[src/rtl/uart_pkg.sv]
// uart_pkg
//   Shared definitions for the constant-checking UART receiver:
//   receiver state encoding, the shared test constant and its parts,
//   the statistics counter width and a saturating-increment helper.
package uart_pkg;

   typedef enum logic [1:0] {
      IDLE  = 2'd0,
      START = 2'd1,
      DATA  = 2'd2,
      STOP  = 2'd3
   } rx_state_t;

   localparam int MY_CONSTANT1      = 10;
   localparam int MY_CONSTANT2      = 20;
   localparam int MY_OTHER_CONSTANT = MY_CONSTANT1 + MY_CONSTANT2 + 7;

   localparam int COUNT_W = 16;

   // Counters stick at all-ones instead of wrapping back to zero.
   function automatic logic [COUNT_W-1:0] sat_inc(input logic [COUNT_W-1:0] v);
      return (v == '1) ? v : v + COUNT_W'(1);
   endfunction

endpackage

[src/rtl/uart_bit_timer.sv]
// uart_bit_timer
//   Loadable down-counter used for both the half-bit and full-bit waits.
//   Ports:
//     i_clock     system clock
//     i_reset     synchronous active-high reset (count -> 0)
//     i_load      load strobe; takes priority over counting
//     i_load_val  value loaded on i_load
//     o_tick      high while the count is zero
module uart_bit_timer #(
   parameter int TIMER_W = 2
) (
   input  logic               i_clock,
   input  logic               i_reset,
   input  logic               i_load,
   input  logic [TIMER_W-1:0] i_load_val,
   output logic               o_tick
);

   logic [TIMER_W-1:0] r_count;

   always_ff @(posedge i_clock) begin
      if (i_reset) begin
         r_count <= '0;
      end else if (i_load) begin
         r_count <= i_load_val;
      end else if (r_count != '0) begin
         r_count <= r_count - TIMER_W'(1);
      end
   end

   assign o_tick = (r_count == '0);

endmodule

[src/rtl/uart_const_rx.sv]
// uart_const_rx
//   8N1 serial receiver that checks every good byte against EXPECTED and
//   keeps saturating counts of matches and framing errors.
//   Ports:
//     clock        system clock, rising edge
//     reset        synchronous active-high reset
//     ser_in       serial line, idles high
//     rx_valid     one-cycle pulse per byte with a good stop bit
//     rx_data      last good byte, held between pulses
//     rx_match     rx_data == EXPECTED, only while rx_valid is high
//     busy         receiver is inside a frame (any state but IDLE)
//     match_count  saturating count of matching good bytes
//     error_count  saturating count of framing errors
module uart_const_rx
   import uart_pkg::*;
#(
   parameter int         CLOCKS_PER_BIT = 4,
   parameter logic [7:0] EXPECTED       = 8'(MY_OTHER_CONSTANT)
) (
   input  logic               clock,
   input  logic               reset,
   input  logic               ser_in,
   output logic               rx_valid,
   output logic [7:0]         rx_data,
   output logic               rx_match,
   output logic               busy,
   output logic [COUNT_W-1:0] match_count,
   output logic [COUNT_W-1:0] error_count
);

   localparam int TIMER_W = (CLOCKS_PER_BIT > 2) ? $clog2(CLOCKS_PER_BIT) : 1;
   localparam int HALF    = (CLOCKS_PER_BIT - 1) / 2;
   localparam logic [TIMER_W-1:0] FULL_LOAD = TIMER_W'(CLOCKS_PER_BIT - 1);
   // The IDLE edge that spots the start bit is already the first cycle of
   // the half-bit wait, so START is loaded one short of the half-bit count.
   localparam logic [TIMER_W-1:0] HALF_LOAD = TIMER_W'((HALF > 0) ? HALF - 1 : 0);

   rx_state_t          r_state;
   logic               r_ser_q;
   logic [2:0]         r_bit_idx;
   logic [7:0]         r_shift;
   logic               r_rx_valid;
   logic [7:0]         r_rx_data;
   logic               r_rx_match;
   logic               r_busy;
   logic [COUNT_W-1:0] r_match_count;
   logic [COUNT_W-1:0] r_error_count;

   logic               w_tick;
   logic               w_load;
   logic [TIMER_W-1:0] w_load_val;

   uart_bit_timer #(.TIMER_W(TIMER_W)) u_timer (
      .i_clock    (clock),
      .i_reset    (reset),
      .i_load     (w_load),
      .i_load_val (w_load_val),
      .o_tick     (w_tick)
   );

   // Half-bit wait on start detection, full-bit reload after every sample
   // that leads into another bit (start -> data, data -> data/stop).
   always_comb begin
      w_load     = 1'b0;
      w_load_val = FULL_LOAD;
      case (r_state)
         IDLE: begin
            if (!r_ser_q) begin
               w_load     = 1'b1;
               w_load_val = HALF_LOAD;
            end
         end
         START, DATA: w_load = w_tick;
         default: w_load = 1'b0;
      endcase
   end

   always_ff @(posedge clock) begin
      if (reset) begin
         r_ser_q       <= 1'b1;
         r_state       <= IDLE;
         r_bit_idx     <= '0;
         r_shift       <= '0;
         r_rx_valid    <= 1'b0;
         r_rx_data     <= '0;
         r_rx_match    <= 1'b0;
         r_busy        <= 1'b0;
         r_match_count <= '0;
         r_error_count <= '0;
      end else begin
         r_ser_q    <= ser_in;
         r_rx_valid <= 1'b0;
         r_rx_match <= 1'b0;
         case (r_state)
            IDLE: begin
               if (!r_ser_q) begin
                  r_state <= START;
                  r_busy  <= 1'b1;
               end
            end
            START: begin
               if (w_tick) begin
                  if (!r_ser_q) begin
                     r_state   <= DATA;
                     r_bit_idx <= '0;
                  end else begin
                     // Line went back high before mid-bit: false start.
                     r_state <= IDLE;
                     r_busy  <= 1'b0;
                  end
               end
            end
            DATA: begin
               if (w_tick) begin
                  // LSB first: after eight shifts the first bit sits in bit 0.
                  r_shift   <= {r_ser_q, r_shift[7:1]};
                  r_bit_idx <= r_bit_idx + 3'd1;
                  if (r_bit_idx == 3'd7) begin
                     r_state <= STOP;
                  end
               end
            end
            STOP: begin
               if (w_tick) begin
                  r_state <= IDLE;
                  r_busy  <= 1'b0;
                  if (r_ser_q) begin
                     r_rx_valid <= 1'b1;
                     r_rx_data  <= r_shift;
                     r_rx_match <= (r_shift == EXPECTED);
                     if (r_shift == EXPECTED) begin
                        r_match_count <= sat_inc(r_match_count);
                     end
                  end else begin
                     r_error_count <= sat_inc(r_error_count);
                  end
               end
            end
            default: begin
               r_state <= IDLE;
               r_busy  <= 1'b0;
            end
         endcase
      end
   end

   assign rx_valid    = r_rx_valid;
   assign rx_data     = r_rx_data;
   assign rx_match    = r_rx_match;
   assign busy        = r_busy;
   assign match_count = r_match_count;
   assign error_count = r_error_count;

endmodule
[config.mk]
export PLATFORM = sky130hd
export DESIGN_NAME = uart_const_rx
export DESIGN_NICKNAME = d
export VERILOG_FILES = /design/src/rtl/uart_pkg.sv /design/src/rtl/uart_bit_timer.sv /design/src/rtl/uart_const_rx.sv
export SDC_FILE = /design/constraint.sdc
export NUM_CORES = 1
export LEC_CHECK = 0
export BUFFER_PORTS_ARGS = -buffer_cell sky130_fd_sc_hd__buf_4
export CAP_MARGIN = 15
export CORE_MARGIN = 5
export CORE_UTILIZATION = 61
export CTS_CLUSTER_SIZE = 25
export DETAILED_ROUTE_END_ITERATION = 12
export PLACE_DENSITY = 0.85
export SLEW_MARGIN = 40
export SYNTH_ARGS = -nofsm -noshare
export SYNTH_HDL_FRONTEND = slang
export SYNTH_HIERARCHICAL = 1
export SYNTH_SLANG_ARGS = --single-unit
export TNS_END_PERCENT = 1
[constraint.sdc]
create_clock -name clock -period 3 [get_ports clock]
set_input_delay 0.3 -clock clock [delete_from_list [all_inputs] [get_ports clock]]
set_output_delay 0.3 -clock clock [all_outputs]
set_load 0.01 [all_outputs]
==> results.py, run 1 <==
metrics = {
    "drt": {
        "avgViaCountPerCell": 5.77,
        "drc": 0,
        "wl_per_cell_um": 14.3,
        "first_iter_violations": 146,
        "routed_wl_um": 6180,
        "via_count": 2499,
        "ant_nets": 0,
        "dr.pass1.iters": 5,
    },
    "floorplan": {
        "floorplan.rows": 25,
        "fp.dieW_um": 79.3,
        "die_area_sq_um": 6280,
        "core-area_sq_um": 4690,
        "initial_core_util_pct": 62.4,
        "die_h_um": 79.3,
        "ios": 46,
    },
    "cts": {
        "cts_inserted_buffers": 9,
        "cts_sinks": 59,
        "cts_tree": "built",
        "clkLatencyLatePin_ps": 340,
        "cts_htree_levels": 3,
        "postCtsHoldBufs": 0,
        "cts-resized-gates": 0,
        "clk_pin_slew_ps": 70,
        "cts_setup_buffers": 0,
        "cts_root_buf": "clkbuf_8",
        "cts.path.max_buffers": 2,
    },
    "timing": {
        "worstMarginPinSlew_ps": 623,
        "layout_min_cycle_time_ps": 2220,
        "clock.fmax_mhz": 449,
        "setup-tns-final_ps": 0,
        "finClkSkew_ps": 10.8,
        "setup_viol": 0,
        "report.final.hold_viol_count": 0,
        "fin_hold_ws_ps": 140,
        "grt_setup_unrepaired": "false",
        "setup_ws_ps": 775,
        "max_slew_margin_pct": 58.4,
        "final-max-slew-violation-count": 0,
        "finalCritPeriodShare_pct": 74.2,
    },
    "final_layout": {
        "fillCellCount": 334,
        "final_cells": 433,
        "synthToLayoutAreaGrowth_pct": 19.1,
        "diodes": 0,
        "drive_gt1_share_pct": 21.1,
        "nNetsFinal": 388,
    },
    "placed_design": {
        "dp_slack_ps": 803,
        "dp_hpwl_um": 4220,
        "place_congestion": 0.810,
        "io_buffers": 45,
        "dp.cells": 417,
    },
    "worst_setup_path": {
        "cpLargestDelayFamily": "simple AND/OR/NAND/NOR gates",
        "cpPeakStageDelay_ps": 470,
        "worstPathRequired_ps": 3220,
        "worst_setup_path_end_kind": "flip-flop",
        "worstPathCellList": "ha_1, and3_1, nand3_4, a21oi_4, nand4_1, mux2_1",
        "r2r_end": "match_count[5]",
        "crit_path_top_delay_cell": "and3_1",
        "reg2regPathDepth": 6,
        "r2r_setup_slack_ps": 780,
        "critical_path_buf_inv_count": 0,
        "arrival_ps": 2450,
        "startpoint_type": "flip-flop",
        "crit_fanout": 11,
        "crit_type": "reg2reg",
        "r2r-start": "r_state[0]",
    },
    "logic_synthesis": {
        "syn_inst": 331,
        "avgSynthCellArea_sq_um": 8.84,
        "synth_edf_count": 0,
        "synth-main-ff-cell": "dfxtp_1",
        "ys_seq_area_share_pct": 40.4,
        "syn-num-nets": 345,
        "ys_async_sr_fraction_pct": 0,
        "synth_area_sq_um": 2930,
        "ys_warn_count": 6,
        "ys_ff_latch": 59,
        "yosysUniqueCellTypes": 57,
    },
    "power": {
        "power_mw": 1.89,
        "p_leak_nw": 1.29,
        "internal_power_mw": 1.41,
        "pwr-share-comb_pct": 13.3,
        "pwr-share-seq_pct": 43.4,
        "power_density_nw_per_um2": 543,
        "power.switching_uw": 486,
        "ir_drop_mv": 0.337,
        "p_sw_share_pct": 25.7,
        "pwr-share-clk_pct": 43.3,
    },
    "hold_path": {
        "worstHoldEndpoint": "r_ser_q",
        "hold_class": "in2reg",
        "holdPathStages": 2,
        "hold_start": "ser_in",
    },
    "grt": {
        "grt_max_degree": 63,
        "grtUsageTotal_pct": 20.8,
        "grt.overflow.total": 0,
        "grt_antenna_before_repair": 0,
        "grt_pass1_vias": 2308,
        "grt_pass1_wl_um": 10400,
    },
    "job": {
        "drv_cap": 0,
    },
    "status": {
        "outcome": "completed",
    },
}
-- sequential cells by signal, indices dropped and copies added, names as in the netlist, named ones only --
| signal | cells |
|---|---|
| r_state | 1 |
| rx_valid | 1 |
| rx_match | 1 |
| r_ser_q | 1 |
| error_count | 16 |
| u_timer/r_count | 2 |
| match_count | 16 |
| rx_data | 8 |
| busy | 1 |
| r_shift | 8 |
| r_bit_idx | 3 |
-- placed cells by master (no fill, tap or decap), types with 3 or more instances in the layout --
| cell | synthesis | final |
|---|---|---|
| nor3_1 | 10 | 10 |
| nor2_1 | 36 | 36 |
| ha_1 | 11 | 11 |
| nor4_1 | 4 | 4 |
| and3_1 | 5 | 5 |
| buf_4 | 2 | 47 |
| nor2b_1 | 3 | 3 |
| and4_1 | 3 | 3 |
| nand2_1 | 43 | 43 |
| nand4_1 | 11 | 11 |
| a21oi_1 | 23 | 23 |
| a211oi_1 | 7 | 7 |
| clkbuf_8 | 0 | 11 |
| inv_1 | 9 | 9 |
| clkinv_2 | 0 | 3 |
| o21ai_0 | 4 | 4 |
| xnor2_1 | 27 | 27 |
| dfxtp_1 | 59 | 59 |
| nand3_1 | 20 | 20 |
-- synthesized netlist by cell type, types with 5 or more instances --
master | n | area share [%]
nand3_1 | 20 | 3.4
clkbuf_1 | 6 | 0.77
nand4_1 | 11 | 2.4
a211oi_1 | 7 | 1.8
nor2_1 | 36 | 4.6
ha_1 | 11 | 4.7
inv_1 | 9 | 1.2
xnor2_1 | 27 | 8.1
dfxtp_1 | 59 | 40
nand2_1 | 43 | 5.5
a21oi_1 | 23 | 3.9
and3_1 | 5 | 1.1
nor3_1 | 10 | 1.7
-- power groups by stage --
| stage | Clock (mW) | Sequential (mW) | Combinational (mW) |
|---|---|---|---|
| final | 0.820 | 0.823 | 0.252 |
| after global routing | 0.868 | 0.826 | 0.273 |
| after CTS | 0.831 | 0.823 | 0.249 |
| after detailed placement | 0 | 0.840 | 0.246 |
| after global placement | 0 | 0.839 | 0.241 |
| after floorplan | 0 | 0.838 | 0.201 |
-- layout make-up --
type	count	area, sq um	area share [%]
Timing Repair Buffer	47	353	10.1
Sequential cell	59	1180	33.9
Clock inverter	5	75.1	2.15
Multi-Input combinational cell	248	1620	46.6
Tap cell	54	67.6	1.94
Inverter	9	33.8	0.969
Clock buffer	11	151	4.34
-- how the worst max path moves through the flow --
stage / startpoint / end / slack (ps) / cells after the start
5_1_grt: r_state[0] / match_count[5] / 610 / 6
2_1_floorplan: r_state[0] / match_count[5] / 1240 / 6
3_3_place_gp: r_state[0] / match_count[5] / 860 / 6
3_5_place_dp: r_state[0] / match_count[5] / 800 / 6
6_report: r_state[0] / match_count[5] / 780 / 6
4_1_cts: r_state[0] / match_count[5] / 800 / 6
-- metal layers --
metal | routed length (um) | share of wire, % | track usage [%] | vias to the layer above
li1 | - | - | - | 1244
met1 | 2820 | 46 | 25.8 | 1186
met2 | 2980 | 48 | 33.9 | 59
met3 | 270 | 4.4 | 3.74 | 10
met4 | 112 | 1.8 | 11.7 | 0
met5 | 0 | 0 | 0 | -
-- per-stage QoR --
stage | utilization [%] | area, sq um
6_report | 74.3 | 3490
3_5_place_dp | 69.5 | 3260
3_3_place_gp | 69.5 | 3260
5_1_grt | 74.3 | 3490
2_1_floorplan | - | 2930
4_1_cts | 74.3 | 3490
-- logic make-up after synthesis --
kind of cell / count (synthesis) / synth area share (%)
AND/OR/NAND/NOR: 157 / 29.6
flip-flops: 59 / 40.4
AO/OA/AOI/OAI: 50 / 12.1
XOR/XNOR: 28 / 8.38
buffers and inverters: 24 / 4.15
adder cells (fa/ha/maj): 11 / 4.70
multiplexers: 2 / 0.727
Power figures use the tool's default switching activity.
==> inputs of run 2 (changes only) <==
Settings changed: CORE_UTILIZATION 61 to 51, PLACE_DENSITY 0.85 to 0.76.
Clock period 3 ns to 2 ns, I/O delays scaled along.
==> run 2 against run 1 <==
First-iteration DRC count grew 3.4%; via count grew 2.5%; core utilization is 8.6 points lower; register-to-register slack lost 710 ps; non-clock buffer count is 16 higher; largest cell class unchanged; hold slack lost 89 ps; routed wire length rose by 4.6%; die area grew 17%; fmax increased by 15%; critical path depth up 2; cell count grew 7.9%.
==> results.py, run 2 (synthesized netlist as in run 1, its figures left out) <==
metrics = {
    "timing": {
        "report.final.hold_viol_count": 0,
        "max_slew_margin_pct": 58.0,
        "clock.fmax_mhz": 516,
        "fin_hold_ws_ps": 50.7,
        "layout_min_cycle_time_ps": 1940,
        "worstMarginPinSlew_ps": 630,
        "finClkSkew_ps": 9.63,
        "grt_setup_unrepaired": "true",
        "final-max-slew-violation-count": 0,
        "finalCritPeriodShare_pct": 96.8,
        "setup_viol": 0,
    },
    "placed_design": {
        "io_buffers": 45,
        "dp.cells": 450,
        "place_congestion": 0.828,
        "dp_hpwl_um": 4520,
    },
    "hold_path": {
        "hold_class": "in2reg",
        "hold_start": "ser_in",
        "holdPathStages": 2,
        "worstHoldEndpoint": "r_ser_q",
    },
    "drt": {
        "wl_per_cell_um": 13.8,
        "ant_nets": 0,
        "dr.pass1.iters": 5,
        "via_count": 2561,
        "avgViaCountPerCell": 5.48,
        "first_iter_violations": 151,
        "drc": 0,
        "routed_wl_um": 6460,
    },
    "status": {
        "outcome": "completed",
    },
    "grt": {
        "grt_max_degree": 63,
        "grt_pass1_vias": 2450,
        "grt.overflow.total": 0,
        "use_met1_pct": 22.4,
        "grtUsageTotal_pct": 18.2,
        "grt_busiest_layer": "met2",
        "grt_antenna_before_repair": 0,
        "grt_pass1_wl_um": 10900,
        "use_met2_pct": 30.5,
        "grtUsageMet3_pct": 3.75,
    },
    "final_layout": {
        "layout_commonest_cell": "buf_4",
        "final_cell_mix": "buf_4, dfxtp_1, nand2_1",
        "nNetsFinal": 404,
        "final_cells": 467,
        "diodes": 0,
        "fillCellCount": 470,
        "synthToLayoutAreaGrowth_pct": 24.4,
        "drive_gt1_share_pct": 24.8,
    },
    "power": {
        "ir_drop_mv": 0.439,
        "p_leak_nw": 1.36,
        "power_density_nw_per_um2": 750,
    },
    "cts": {
        "cts_htree_levels": 3,
        "cts_inserted_buffers": 9,
        "cts_tree": "built",
        "clkLatencyLatePin_ps": 330,
        "cts.path.max_buffers": 2,
        "clk_pin_slew_ps": 60,
        "cts_root_buf": "clkbuf_8",
        "cts_sinks": 59,
        "cts_setup_buffers": 0,
    },
    "worst_setup_path": {
        "r2r_setup_slack_ps": 60,
        "worstPathCellList": "inv_1, ha_4, buf_12, nand3b_4, or3_4, nor4b_4, xnor2_1, nor2_1",
        "reg2regPathDepth": 8,
        "crit_path_top_delay_cell": "or3_4",
        "worst_setup_path_end_kind": "flip-flop",
        "r2r-start": "u_timer/r_count[0]",
        "cpPeakStageDelay_ps": 450,
        "worstPathRequired_ps": 2200,
        "crit_start": "u_timer/r_count[0]",
        "startpoint_type": "flip-flop",
        "crit_type": "reg2reg",
        "r2r_end": "error_count[15]",
        "crit_fanout": 12,
        "arrival_ps": 2130,
    },
    "floorplan": {
        "ios": 46,
        "core-area_sq_um": 5540,
        "initial_core_util_pct": 52.8,
        "floorplan.rows": 27,
        "fp.dieW_um": 85.8,
        "die_area_sq_um": 7350,
        "die_h_um": 85.8,
    },
    "job": {
        "drv_cap": 0,
    },
}
==> run 2: what timing repair did <==
item	4_1_cts	5_1_grt
endpoints found under the setup margin	0	3
hold buffers	0	0
hold endpoints to repair	0	0
gates resized for setup	0	7
==> run 2: worst max-delay path: cells and delay by family (launching register included) <==
kind	cells	cell delay [ps]
AND/OR/NAND/NOR	4	900
flip-flops	1	320
buffers and inverters	2	220
adder cells (fa/ha/maj)	1	170
XOR/XNOR	1	170
==> run 2: power breakdown <==
group / internal, mW / switching [mW] / leakage [nW] / total (mW)
registers: 1.21 / 0.0173 / 0.477 / 1.23
logic: 0.267 / 0.277 / 0.793 / 0.544
clock network: 0.515 / 0.444 / 0.0905 / 0.959
==> run 2: area by class of cell <==
class | count | area (sq um) | share of cell area, %
multi-input cells | 248 | 1660 | 45.5
repair buffers | 63 | 503 | 13.8
clock inverters | 2 | 10.0 | 0.275
flip-flops and latches | 59 | 1180 | 32.5
well taps | 72 | 90.1 | 2.48
clock buffers | 14 | 163 | 4.47
inverters | 9 | 33.8 | 0.928
==> run 2: through the flow <==
stage / setup TNS (ps) / total power, mW / util [%] / area (sq um) / setup WS, ps
after CTS: 0 / 2.64 / 64.6 / 3580 / 72.8
after global placement: 0 / 1.68 / 61.5 / 3410 / 169
after detailed placement: 0 / 1.70 / 61.5 / 3410 / 77.4
final: 0 / 2.73 / 65.7 / 3640 / 63.7
after floorplan: 0 / 1.56 / - / 2930 / 239
after global routing: -96.1 / 2.87 / 65.7 / 3640 / -62.1
==> run 2: how the worst max path moves through the flow <==
stage,end,slack [ps],cells after the start
2_1_floorplan,match_count[5],240,6
3_3_place_gp,error_count[15],170,8
3_5_place_dp,error_count[15],80,8
4_1_cts,error_count[15],70,8
5_1_grt,error_count[15],-60,8
6_report,error_count[15],60,8
==> run 2: metal layers <==
layer  wire length, um  vias up
met3               284        9
met2              3200       53
met1              2910     1218
met4                69        0
li1                  -     1281
met5                 0        -
==> inputs of run 3 (changes only) <==
Settings changed: CORE_MARGIN 5 to 2.
==> run 3 against run 2 <==
Sequential power barely moved; critical endpoint unchanged; critical path depth did not move; global-route usage rose by 2.9 points; total power fell by 0.31%; highest routed layer unchanged; core utilization fell by 0.72 points; sequential share of layout area rose by 0.36 points; cell count fell by 0.43%.
==> results.py, run 3 (synthesized netlist as in run 1, its figures left out) <==
metrics = {
    "power": {
        "power_density_nw_per_um2": 755,
        "pwr-share-comb_pct": 15.6,
        "power_mw": 2.72,
        "pwr-share-clk_pct": 39.2,
        "pwr-share-seq_pct": 45.2,
        "internal_power_mw": 1.98,
        "ir_drop_mv": 0.493,
        "p_sw_share_pct": 27.2,
        "p_leak_nw": 1.35,
        "power.switching_uw": 740,
    },
    "grt": {
        "grt_max_degree": 63,
        "grt.overflow.total": 0,
        "grt_antenna_before_repair": 0,
        "grtUsageTotal_pct": 21.1,
        "grt_pass1_vias": 2364,
        "grt_pass1_wl_um": 10600,
    },
    "cts": {
        "cts_root_buf": "clkbuf_8",
        "cts.path.max_buffers": 2,
        "cts_htree_levels": 3,
        "clk_pin_slew_ps": 70,
        "cts_tree": "built",
        "clkLatencyLatePin_ps": 340,
        "cts_sinks": 59,
        "cts_inserted_buffers": 9,
    },
    "timing": {
        "final-max-slew-violation-count": 0,
        "finClkSkew_ps": 8.41,
        "setup_ws_ps": 162,
        "report.final.hold_viol_count": 0,
        "fin_hold_ws_ps": 48.1,
        "setup_viol": 0,
        "setup-tns-final_ps": 0,
        "max_slew_margin_pct": 59.2,
        "layout_min_cycle_time_ps": 1840,
        "clock.fmax_mhz": 544,
        "worstMarginPinSlew_ps": 612,
        "finalCritPeriodShare_pct": 91.9,
    },
    "final_layout": {
        "final_core_util_pct": 65.0,
        "drive_gt1_share_pct": 24.4,
        "diodes": 0,
        "final_cell_mix": "buf_4, dfxtp_1, nand2_1",
        "final_cells": 465,
        "synthToLayoutAreaGrowth_pct": 23.0,
        "final_area_sq_um": 3600,
        "nNetsFinal": 402,
        "layout_commonest_cell": "buf_4",
    },
    "floorplan": {
        "die_area_sq_um": 6360,
        "floorplan.rows": 27,
        "initial_core_util_pct": 52.8,
        "fp.dieW_um": 79.8,
        "core-area_sq_um": 5540,
        "die_h_um": 79.8,
        "ios": 46,
    },
    "hold_path": {
        "hold_class": "in2reg",
        "hold_start": "ser_in",
    },
    "drt": {
        "wl_per_cell_um": 13.6,
        "first_iter_violations": 114,
        "ant_nets": 0,
        "avgViaCountPerCell": 5.46,
        "via_count": 2538,
        "routed_wl_um": 6320,
        "drc": 0,
        "dr.pass1.iters": 5,
    },
    "worst_setup_path": {
        "worst_setup_path_end_kind": "flip-flop",
        "worstPathRequired_ps": 2210,
        "startpoint_type": "flip-flop",
        "crit_type": "reg2reg",
        "r2r_end": "error_count[15]",
        "crit_fanout": 10,
        "crit_start": "u_timer/r_count[0]",
        "r2r-start": "u_timer/r_count[0]",
        "crit_end": "error_count[15]",
        "r2r_setup_slack_ps": 160,
        "reg2regPathDepth": 8,
        "arrival_ps": 2040,
    },
    "placed_design": {
        "place_congestion": 0.849,
        "dp_hpwl_um": 4430,
        "io_buffers": 45,
        "dp_slack_ps": 66.1,
        "dp.cells": 449,
        "placed_area_sq_um": 3390,
    },
    "status": {
        "outcome": "completed",
    },
    "job": {
        "drv_cap": 0,
    },
}
-- run 3: what timing repair did --
item,4_1_cts,5_1_grt
hold buffers,0,0
endpoints found under the setup margin,0,11
gates resized for setup,0,4
buffers inserted,0,0
-- run 3: layout make-up --
cell class                      instances  area, sq um
Fill cell                             471         1940
Timing Repair Buffer                   61          458
Multi-Input combinational cell        248         1640
Sequential cell                        59         1180
Clock inverter                          5         52.6
Tap cell                               72         90.1
Inverter                                9         33.8
Clock buffer                           11          141
-- run 3: power by group through the flow --
stage / registers, mW / logic (mW) / clock network, mW
CTS: 1.23 / 0.423 / 1.08
global route: 1.23 / 0.480 / 1.14
floorplan: 1.26 / 0.302 / 0
finish: 1.23 / 0.424 / 1.07
global placement: 1.25 / 0.404 / 0
detailed placement: 1.25 / 0.416 / 0
-- run 3: metal layers --
| layer | vias to the layer above | part of all wire, % | wire [um] | GRT usage, % |
|---|---|---|---|---|
| li1 | 1277 | - | - | - |
| met1 | 1205 | 48 | 3020 | 28.0 |
| met2 | 44 | 47 | 2980 | 33.0 |
| met3 | 12 | 3.1 | 195 | 3.73 |
| met4 | 0 | 2.0 | 125 | 10.5 |
| met5 | - | 0 | 0 | 0 |
-- run 3: critical path: stages (launching register included) --
cell and delay, ps:
dfxtp_1 320, inv_1 60, ha_1 170, buf_4 170, nand3b_4 140, or3_4 380, nor4b_2 290, xnor2_1 150
nor2_1 50
-- run 3: worst min-delay path by stage --
stage                     slack [ps]  cells past startpoint                  to
after CTS                         40                      2             r_ser_q
after floorplan                  300                      1  u_timer/r_count[1]
after global placement           390                      2             r_ser_q
after detailed placement         390                      2             r_ser_q
final                             50                      2             r_ser_q
after global routing              50                      2             r_ser_q
